`src/rtl/iconn_merge_arbiter.sv`:
```
// Two-input merge node: arbitrates two valid/ready packet streams onto one registered
// output. The smaller destination address wins unless a port has lost MAX_WAIT times in a row.
module iconn_merge_arbiter #(
   parameter int NODE_ADDR_WIDTH = 5,
   parameter int DATA_WIDTH      = 64,
   parameter int MAX_WAIT        = 4
) (
   input  logic                       clk,
   input  logic                       rst_n,
   input  logic [1:0]                 in_valid,
   output logic [1:0]                 in_ready,
   input  logic [NODE_ADDR_WIDTH-1:0] in_addr [0:1],
   input  logic [DATA_WIDTH-1:0]      in_data [0:1],
   output logic                       out_valid,
   input  logic                       out_ready,
   output logic [NODE_ADDR_WIDTH-1:0] out_addr,
   output logic [DATA_WIDTH-1:0]      out_data,
   output logic                       out_port,
   output logic                       starve_evt
);
   localparam int CNT_W = $clog2(MAX_WAIT + 1);
   localparam logic [CNT_W-1:0] CNT_MAX = CNT_W'(MAX_WAIT);

   logic [CNT_W-1:0]           cnt_q [2];
   logic [CNT_W-1:0]           cnt_d [2];
   logic                       out_valid_q, out_valid_d;
   logic [NODE_ADDR_WIDTH-1:0] out_addr_q, out_addr_d;
   logic [DATA_WIDTH-1:0]      out_data_q, out_data_d;
   logic                       out_port_q, out_port_d;
   logic                       starve_q, starve_d;

   logic load, gnt_vld, gnt_idx, forced, xfer;

   always_comb begin
      load    = !out_valid_q | out_ready;
      gnt_vld = 1'b0;
      gnt_idx = 1'b0;
      forced  = 1'b0;
      case (in_valid)
         2'b01: gnt_vld = 1'b1;
         2'b10: begin
            gnt_vld = 1'b1;
            gnt_idx = 1'b1;
         end
         2'b11: begin
            gnt_vld = 1'b1;
            // Port 0 is checked first; both counters saturated is unreachable.
            if (cnt_q[0] == CNT_MAX) begin
               forced = 1'b1;
            end else if (cnt_q[1] == CNT_MAX) begin
               gnt_idx = 1'b1;
               forced  = 1'b1;
            end else begin
               gnt_idx = !(in_addr[0] < in_addr[1]);
            end
         end
         default: ;
      endcase

      xfer        = rst_n & load & gnt_vld;
      in_ready[0] = xfer & !gnt_idx;
      in_ready[1] = xfer & gnt_idx;

      // Counters age only on transfer cycles; a withdrawn request forfeits its age.
      for (int i = 0; i < 2; i++) begin
         cnt_d[i] = cnt_q[i];
         if (xfer) begin
            if (gnt_idx == i[0]) begin
               cnt_d[i] = '0;
            end else if (in_valid[i]) begin
               cnt_d[i] = (cnt_q[i] == CNT_MAX) ? CNT_MAX : cnt_q[i] + 1'b1;
            end else begin
               cnt_d[i] = '0;
            end
         end
      end

      out_valid_d = out_valid_q;
      out_addr_d  = out_addr_q;
      out_data_d  = out_data_q;
      out_port_d  = out_port_q;
      if (load) begin
         out_valid_d = gnt_vld;
         if (gnt_vld) begin
            out_addr_d = in_addr[gnt_idx];
            out_data_d = in_data[gnt_idx];
            out_port_d = gnt_idx;
         end
      end
      starve_d = xfer & forced;
   end

   always_ff @(posedge clk or negedge rst_n) begin
      if (!rst_n) begin
         cnt_q[0]    <= '0;
         cnt_q[1]    <= '0;
         out_valid_q <= 1'b0;
         out_addr_q  <= '0;
         out_data_q  <= '0;
         out_port_q  <= 1'b0;
         starve_q    <= 1'b0;
      end else begin
         cnt_q[0]    <= cnt_d[0];
         cnt_q[1]    <= cnt_d[1];
         out_valid_q <= out_valid_d;
         out_addr_q  <= out_addr_d;
         out_data_q  <= out_data_d;
         out_port_q  <= out_port_d;
         starve_q    <= starve_d;
      end
   end

   assign out_valid  = out_valid_q;
   assign out_addr   = out_addr_q;
   assign out_data   = out_data_q;
   assign out_port   = out_port_q;
   assign starve_evt = starve_q;

endmodule
```
`config.mk`:
```
export PLATFORM = sky130hd
export DESIGN_NAME = iconn_merge_arbiter
export DESIGN_NICKNAME = d
export VERILOG_FILES = /design/src/rtl/iconn_merge_arbiter.sv
export SDC_FILE = /design/constraint.sdc
export NUM_CORES = 1
export LEC_CHECK = 0
export CAP_MARGIN = 40
export CORE_ASPECT_RATIO = 1.25
export CORE_MARGIN = 1.5
export CORE_UTILIZATION = 36
export CTS_BUF_LIST = sky130_fd_sc_hd__clkbuf_4 sky130_fd_sc_hd__clkbuf_8 sky130_fd_sc_hd__clkbuf_16
export DETAILED_ROUTE_END_ITERATION = 10
export GPL_ROUTABILITY_DRIVEN = 0
export PLACE_DENSITY = 0.78
export SYNTH_ARGS = -nofsm -noshare
export SYNTH_HDL_FRONTEND = slang
export SYNTH_SLANG_ARGS = --single-unit
```
`constraint.sdc`:
```
create_clock -name clk -period 2 [get_ports clk]
set_clock_uncertainty 0.15 [all_clocks]
set_input_delay 0.3 -clock clk [delete_from_list [all_inputs] [get_ports clk]]
set_output_delay 0.3 -clock clk [all_outputs]
set_load 0.1 [all_outputs]
```
==> impl_metrics.ini, run 1 <==
[timing]
slew_violations = 0
fin_crit_sh_pct = 115.3
finalSetupViolCount = 53
relSlewSlack_pct = 62.91
rsz0062_at_grt = true
finalHoldViolCount = 0
hold_slack_ns = 0.1796
period_needed_ns = 2.305
max_freq_mhz = 433.8
layout_setup_ws_ns = -0.3051
tightest_slew_ns = 0.5563

[synthesis]
ys_warn_count = 0
synth_cell_types = 33
syn-num-nets = 615
yosys-top-cells-count = dfrtp_1 (78), nor2_1 (75), a31oi_1 (71), o21ai_0 (71), a21oi_1 (70)
synthFlopType = dfrtp_1
synth_area_um2 = 4021
ys_ff_latch = 78
async_reset_ff_share_pct = 100.0
yosysTopAreaCellShare_pct = 48.54
avgSynthCellArea_um2 = 8.667
yosys.area.top_type = dfrtp_1
syn_inst = 464
yosysSeqAreaShare_pct = 48.54
synthTopCellsByArea = dfrtp_1 (49%), a31oi_1 (11%), o21ai_0 (8.8%)
synth_most_common_cell = dfrtp_1
synth_edf_count = 0

[cells_and_area]
finalNonFillerCells = 834
fill_cells = 826
areaGrowthSynthToFinish_pct = 85.50
layout.nets = 847
layout-drive-gt1-share_pct = 28.67
fin_area_um2 = 7460

[routing]
drt_iter0_drc = 421
antenna_left = 0
drc = 0
drt-pass1-iter-count = 5
avgViaCountPerCell = 5.824
vias = 4857
routed_wl_mm = 16.98
wl_per_cell_um = 20.35

[critical_path]
rrSetupSlack_ns = -0.09
cp_data_arrival_time_ns = 1.86
path_class = reg -> out
crit_required_ns = 1.55
end_kind = primary output
start_kind = flip-flop
crit_fanout = 2

[global_route]
antenna_found_initial = 1
grt_overflow_total = 0
grt_max_degree = 43
grt_pass1_vias = 4653
grtUsageTotal_pct = 24.51
grt_pass1_wl_mm = 23.05

[job]
drv_cap = 0

[cts]
clk_pin_slew_ns = 0.06
cts_tree = yes
cts_buffers = 9
cts-root-to-sink-buffers = 2
cts.sinks = 78
clkLatencyLatePin_ns = 0.33
root_buffer = clkbuf_16
htree_levels = 3

[die]
row_count = 42
dieWidth_um = 97.53
die_h_um = 121.2
ioPinCount = 217
die_area_um2 = 11820
initial_core_util_pct = 37.51
core-area_um2 = 10720

[place]
hpwl_mm = 10.39
dp.cells = 795
portBuffers = 216
place_area_um2 = 6332

[pwr]
p_per_area_nw_per_um2 = 1116
vdd_drop_max_v = 0.0006674
p_leak_nw = 3.010

[outcome]
outcome = finished with violations
violations = negative setup slack

[min_path]
hold_path_class = in -> reg
[final cells by class]
class                           instances  area, um^2  share of cell area (%)
Inverter                                9       33.78                  0.4529
Sequential cell                        78        1953                   26.18
Multi-Input combinational cell        332        2218                   29.74
Clock inverter                          6       108.9                   1.459
Timing Repair Buffer                  266        2739                   36.72
Antenna cell                            1       2.502                 0.03355
Tap cell                              132       165.2                   2.214
Clock buffer                           10       239.0                   3.204
[final timing paths]
path | startpoint | cells past startpoint | endpoint
worst max-delay path | cnt_q[0] | 9 | in_ready[0]
worst min-delay path | in_addr[2] | 3 | out_addr[2]
worst max register to register | cnt_q[0] | 10 | out_data[35]
worst min register to register | out_port | 1 | out_port
max in group asynchronous | rst_n | 3 | out_data[43]
min in group asynchronous | rst_n | 3 | out_data[22]
[layout by cell type, fill, tap and decap left out, types with 2 or more instances in the layout]
master	instances
a21oi_1	64
a21oi_2	6
a31o_4	3
a31oi_1	42
a31oi_2	16
a31oi_4	14
buf_12	18
buf_4	94
buf_6	2
bufinv_16	3
clkbuf_16	18
clkdlybuf4s15_1	2
clkdlybuf4s50_1	133
clkinv_2	2
dfrtp_1	77
dlygate4sd2_1	5
ha_1	5
ha_4	3
inv_1	6
inv_2	3
nand2_1	8
nand2_2	2
nand3_1	3
nand3b_1	3
nor2_1	73
nor2_4	2
o21ai_0	68
o21ai_1	3
o21ai_4	2
[repair_timing]
action                                  in CTS  in global routing
resized for setup                           25                 62
endpoints found under the setup margin      74                 72
endpoints found under the hold margin       78                  0
buffers inserted                             5                  2
gates cloned                                 0                 14
pin swaps                                    9                 19
hold buffers                                 1                  0
[kinds of logic (layout without fill, tap and decap cells)]
| logic type | Yosys count | after routing | share of synthesized area, % |
|---|---|---|---|
| other cells | 0 | 1 | 0 |
| mux | 1 | 1 | 0.2800 |
| buf+inv | 56 | 291 | 7.623 |
| compound gates | 221 | 223 | 30.83 |
| simple gates | 100 | 100 | 10.24 |
| flops | 78 | 78 | 48.54 |
| fa+ha+maj | 8 | 8 | 2.489 |
[critical path, stage by stage, from the launching register on]
cell	delay, ns
dfrtp_1	0.37
inv_2	0.06
ha_4	0.16
nand2_4	0.06
nand4b_1	0.18
a31oi_4	0.25
nor2_4	0.06
buf_12	0.12
nor2_4	0.09
buf_12	0.18
[where the power goes]
group	total [mW]	switching [mW]	internal, mW	leakage [nW]
Sequential	2.04	0.182	1.86	0.893
Combinational	4.39	3.02	1.37	1.94
Clock	1.89	0.641	1.25	0.172
[per-stage QoR]
stage | TNS [ns] | worst slack (ns) | utilization (%) | power, mW
final | -1.949 | -0.3051 | 69.58 | 8.324
after detailed placement | -33.48 | -0.5041 | 59.07 | 5.815
after floorplan | -0.2990 | -0.1844 | - | 4.699
after global placement | -29.03 | -0.4826 | 59.07 | 5.745
after global routing | -7.352 | -0.3977 | 69.58 | 8.582
after CTS | -0.6189 | -0.3603 | 63.43 | 7.796
[per-layer routing]
layer / up-vias / wire, um / global-route usage [%]
met5: - / 0 / 0
met4: 0 / 852 / 11.34
met3: 75 / 1142 / 4.378
met2: 280 / 8665 / 44.23
met1: 2348 / 6313 / 28.09
li1: 2154 / - / -
[registers in the layout, summed over array words and instances, names as in the netlist]
register and count:
out_addr 5, out_port 1, out_valid 1, cnt_q 6
out_data 64, starve_evt 1
(Power assumes the default switching activity.)
==> inputs of run 2 (changes only) <==
CORE_ASPECT_RATIO = 1.5   (was 1.25)
TNS_END_PERCENT = 100   (was unset)
==> impl_metrics.ini, run 2 (synthesis gave the netlist of run 1 again) <==
[global_route]
gr-max-usage-layer = met2
grt_max_degree = 57
grt_overflow_total = 0
grt_pass1_wl_mm = 23.66
grtUsageMet2_pct = 44.65
grt.met3_usage_pct = 6.051
antenna_found_initial = 0
grt_use_met1_pct = 28.39
grt_pass1_vias = 4893
grtUsageTotal_pct = 26.16

[cells_and_area]
largest_register_ffs = 64
diodes = 0
areaGrowthSynthToFinish_pct = 89.95
layout-drive-gt1-share_pct = 33.81
fin_area_um2 = 7639
layout_commonest_cell = clkdlybuf4s50_1
final_cell_mix = clkdlybuf4s50_1 (133), buf_4 (97), dfrtp_1 (77), nor2_1 (72), o21ai_0 (71)
layout.nets = 842
finalNonFillerCells = 842
postLayoutCoreUtil_pct = 69.84

[critical_path]
end_kind = primary output
critical_path_buf_inv_count = 2
critical_path.top_delay_family = simple AND/OR/NAND/NOR gates
crit_required_ns = 1.55
crit_path_top_delay_cell = dfrtp_1
start_kind = flip-flop
path_class = reg -> out
timing.critical_path.cells = inv_2, ha_4, nand2_4, nand4b_1, a31oi_4, nor2_4, and3_4, buf_12
crit_fanout = 4
reg2reg_to = out_data[46]
r2r_start = cnt_q[0]
r2r_cells = 9
cp_data_arrival_time_ns = 1.82
slowest_delay_ns = 0.37
crit_start = cnt_q[0]
rrSetupSlack_ns = -0.11

[die]
ioPinCount = 217
die_h_um = 132.4
row_count = 47
initial_core_util_pct = 36.77
core-area_um2 = 10940
dieWidth_um = 89.30
die_area_um2 = 11830

[routing]
vias = 4761
routed_wl_mm = 16.86
drt-pass1-iter-count = 6
avgViaCountPerCell = 5.654
antenna_left = 0
wl_per_cell_um = 20.03
drt_iter0_drc = 302
drc = 0

[timing]
layout_setup_ws_ns = -0.2729
period_needed_ns = 2.273
timing.setup.tns_ns = -4.171
fin_crit_sh_pct = 113.6
max_freq_mhz = 440.0
slew_violations = 0
tightest_slew_ns = 0.7351
rsz0062_at_grt = true
relSlewSlack_pct = 51.00
hold_slack_ns = 0.1787
finalHoldViolCount = 0
finalSetupViolCount = 70

[place]
dp_slack_ns = -0.6111
dp.cells = 808
place_area_um2 = 6386
hpwl_mm = 10.28
portBuffers = 216

[pwr]
p_leak_nw = 2.955
vdd_drop_max_v = 0.0006644
power_mw = 7.981
p_per_area_nw_per_um2 = 1045

[min_path]
hold_path_class = in -> async

[cts]
cts-root-to-sink-buffers = 2
htree_levels = 3
cts_buffers = 9
root_buffer = clkbuf_16
clk_pin_slew_ns = 0.06
cts_tree = yes
clkLatencyLatePin_ns = 0.34
cts.sinks = 78

[outcome]
violations = negative setup slack
outcome = finished with violations

[job]
drv_cap = 0
run 2: layout make-up:
type | instances | area [um^2]
fillers | 819 | 3299
clock inverters | 4 | 23.77
flip-flops and latches | 78 | 1953
repair buffers | 263 | 2664
multi-input cells | 330 | 2534
well taps | 147 | 183.9
inverters | 9 | 33.78
clock buffers | 11 | 246.5
run 2: how the worst max path moves through the flow:
stage	to	depth (start not counted)	slack [ns]
6_report	in_ready[1]	8	-0.27
5_1_grt	in_ready[1]	8	-0.33
4_1_cts	in_ready[1]	8	-0.23
3_5_place_dp	out_data[15]	10	-0.61
3_3_place_gp	out_data[15]	10	-0.56
2_1_floorplan	in_ready[0]	8	-0.18
run 2: metal layers:
| metal | wire length [um] | vias up |
|---|---|---|
| met1 | 5809 | 2294 |
| li1 | - | 2136 |
| met4 | 752 | 0 |
| met5 | 0 | - |
| met3 | 1287 | 51 |
| met2 | 9013 | 280 |
run 2: report_power, final:
part	internal (mW)	total (mW)	switching [mW]	leakage [nW]
clock network	0.877	1.52	0.641	0.139
registers	1.86	2.05	0.194	0.893
logic	1.35	4.41	3.07	1.92
total	4.08	7.98	3.90	2.95
run 2: what timing repair did:
item | 4_1_cts | 5_1_grt
buffers inserted | 7 | 5
resized for setup | 24 | 94
hold endpoints to repair | 22 | 0
cloned | 2 | 6
hold buffers | 1 | 0
pin swaps | 9 | 75
endpoints found under the setup margin | 74 | 74
run 2: worst reg2reg max path: stages, from the launching register on:
cell and delay (ns):
dfrtp_1 0.37, inv_2 0.06, ha_4 0.16, nand2_4 0.06
nand4b_1 0.18, buf_4 0.20, a31o_4 0.31, clkbuf_16 0.22
a31oi_1 0.19, a21oi_1 0.09
==> inputs of run 3 (changes only) <==
CORE_ASPECT_RATIO = 1.25   (was 1.5)
GPL_TIMING_DRIVEN = 0   (was unset)
==> impl_metrics.ini, run 3 (synthesis gave the netlist of run 1 again) <==
[pwr]
p_leak_nw = 3.432
p_per_area_nw_per_um2 = 1072
vdd_drop_max_v = 0.0007614
power_mw = 8.967

[timing]
slew_violations = 0
layout_setup_ws_ns = -0.4540
timing.setup.tns_ns = -5.531
finalSetupViolCount = 72
period_needed_ns = 2.454
relSlewSlack_pct = 59.26
finalHoldViolCount = 47
rsz0062_at_grt = true
max_freq_mhz = 407.5
fin_crit_sh_pct = 122.7
hold_slack_ns = -0.1857
tightest_slew_ns = 0.6071

[critical_path]
cp_data_arrival_time_ns = 2.00
start_kind = input pin
path_class = in -> out
crit_required_ns = 1.55
end_kind = primary output
crit_fanout = 6

[cts]
clk_pin_slew_ns = 0.06
cts_buffers = 9
cts_tree = yes
cts.sinks = 78
root_buffer = clkbuf_16
clkLatencyLatePin_ns = 0.33
htree_levels = 3
ctsHoldBuffers = 3
cts-root-to-sink-buffers = 2

[die]
dieWidth_um = 97.53
die_area_um2 = 11820
core-area_um2 = 10720
row_count = 42
ioPinCount = 217
die_h_um = 121.2
initial_core_util_pct = 37.51

[cells_and_area]
areaGrowthSynthToFinish_pct = 108.0
layout_commonest_cell = clkdlybuf4s50_1
fill_cells = 624
final_cell_mix = clkdlybuf4s50_1 (204), dfrtp_1 (77), nor2_1 (74), o21ai_0 (70), a21oi_1 (69)
fin_area_um2 = 8364
layout.nets = 934
diodes = 0
layout-drive-gt1-share_pct = 20.99
largest_register_ffs = 64
postLayoutCoreUtil_pct = 78.02
finalNonFillerCells = 918

[place]
hpwl_mm = 12.47
dp.cells = 886
portBuffers = 215
dp_slack_ns = -1.392
place_area_um2 = 7777

[outcome]
violations = negative hold slack, negative setup slack
outcome = finished with violations

[global_route]
grt_pass1_vias = 5502
grtUsageMet2_pct = 54.77
grt.met3_usage_pct = 4.896
antenna_found_initial = 0
grt_overflow_total = 0
grt_pass1_wl_mm = 27.41
grt_max_degree = 52
gr-max-usage-layer = met2
grtUsageTotal_pct = 29.09
grt_use_met1_pct = 32.22

[routing]
wl_per_cell_um = 19.02
drc = 0
routed_wl_mm = 17.46
avgViaCountPerCell = 5.562
vias = 5106
drt_iter0_drc = 265
antenna_left = 0
drt-pass1-iter-count = 5

[min_path]
hold_path_class = in -> async

[job]
drv_cap = 0
## run 3: critical path, stage by stage
cell             delay [ns]
clkdlybuf4s50_1        0.63
nand4b_1               0.23
a31oi_4                0.25
buf_6                  0.14
nor2_4                 0.04
buf_6                  0.12
nor2_4                 0.10
buf_12                 0.19
## run 3: power breakdown
part	total, mW	switching, mW	internal (mW)	leakage, nW
sequential	2.04	0.179	1.86	0.893
clock	1.74	0.631	1.11	0.150
combinational	5.19	3.10	2.09	2.39
## run 3: path summary, 6_finish.rpt
check	from	end	slack [ns]	depth (start not counted)
min	rst_n	out_data[27]	-0.19	2
min in group clk	in_valid[1]	starve_evt	0.16	3
max reg2reg	cnt_q[0]	out_data[30]	-0.13	10
min reg2reg	out_port	out_port	0.37	1
max	in_valid[0]	in_ready[0]	-0.45	8
max in group asynchronous	rst_n	out_data[54]	1.01	4
## run 3: timing repair
action,CTS,global route
setup endpoints to repair,78,78
setup buffers,20,3
pin swaps,15,5
resized for setup,32,10
gates cloned,0,0
hold endpoints to repair,31,47
## run 3: final cells by class
cell class / instances / area [um^2] / share of cell area, %
tap: 132 / 165.2 / 1.975
clock buffer: 10 / 239.0 / 2.857
clock inverter: 4 / 72.57 / 0.8676
timing repair buffer: 308 / 3701 / 44.25
sequential: 78 / 1953 / 23.35
inverter: 9 / 33.78 / 0.4039
multi-input combinational: 330 / 1909 / 22.83
buffer: 47 / 290.3 / 3.470
## run 3: routing by layer
| metal | up-vias | routed length (um) | part of all wire [%] |
|---|---|---|---|
| met5 | - | 0 | 0 |
| met3 | 39 | 1001 | 5.7 |
| li1 | 2317 | - | - |
| met4 | 0 | 348 | 2.0 |
| met2 | 253 | 9654 | 55 |
| met1 | 2497 | 6459 | 37 |
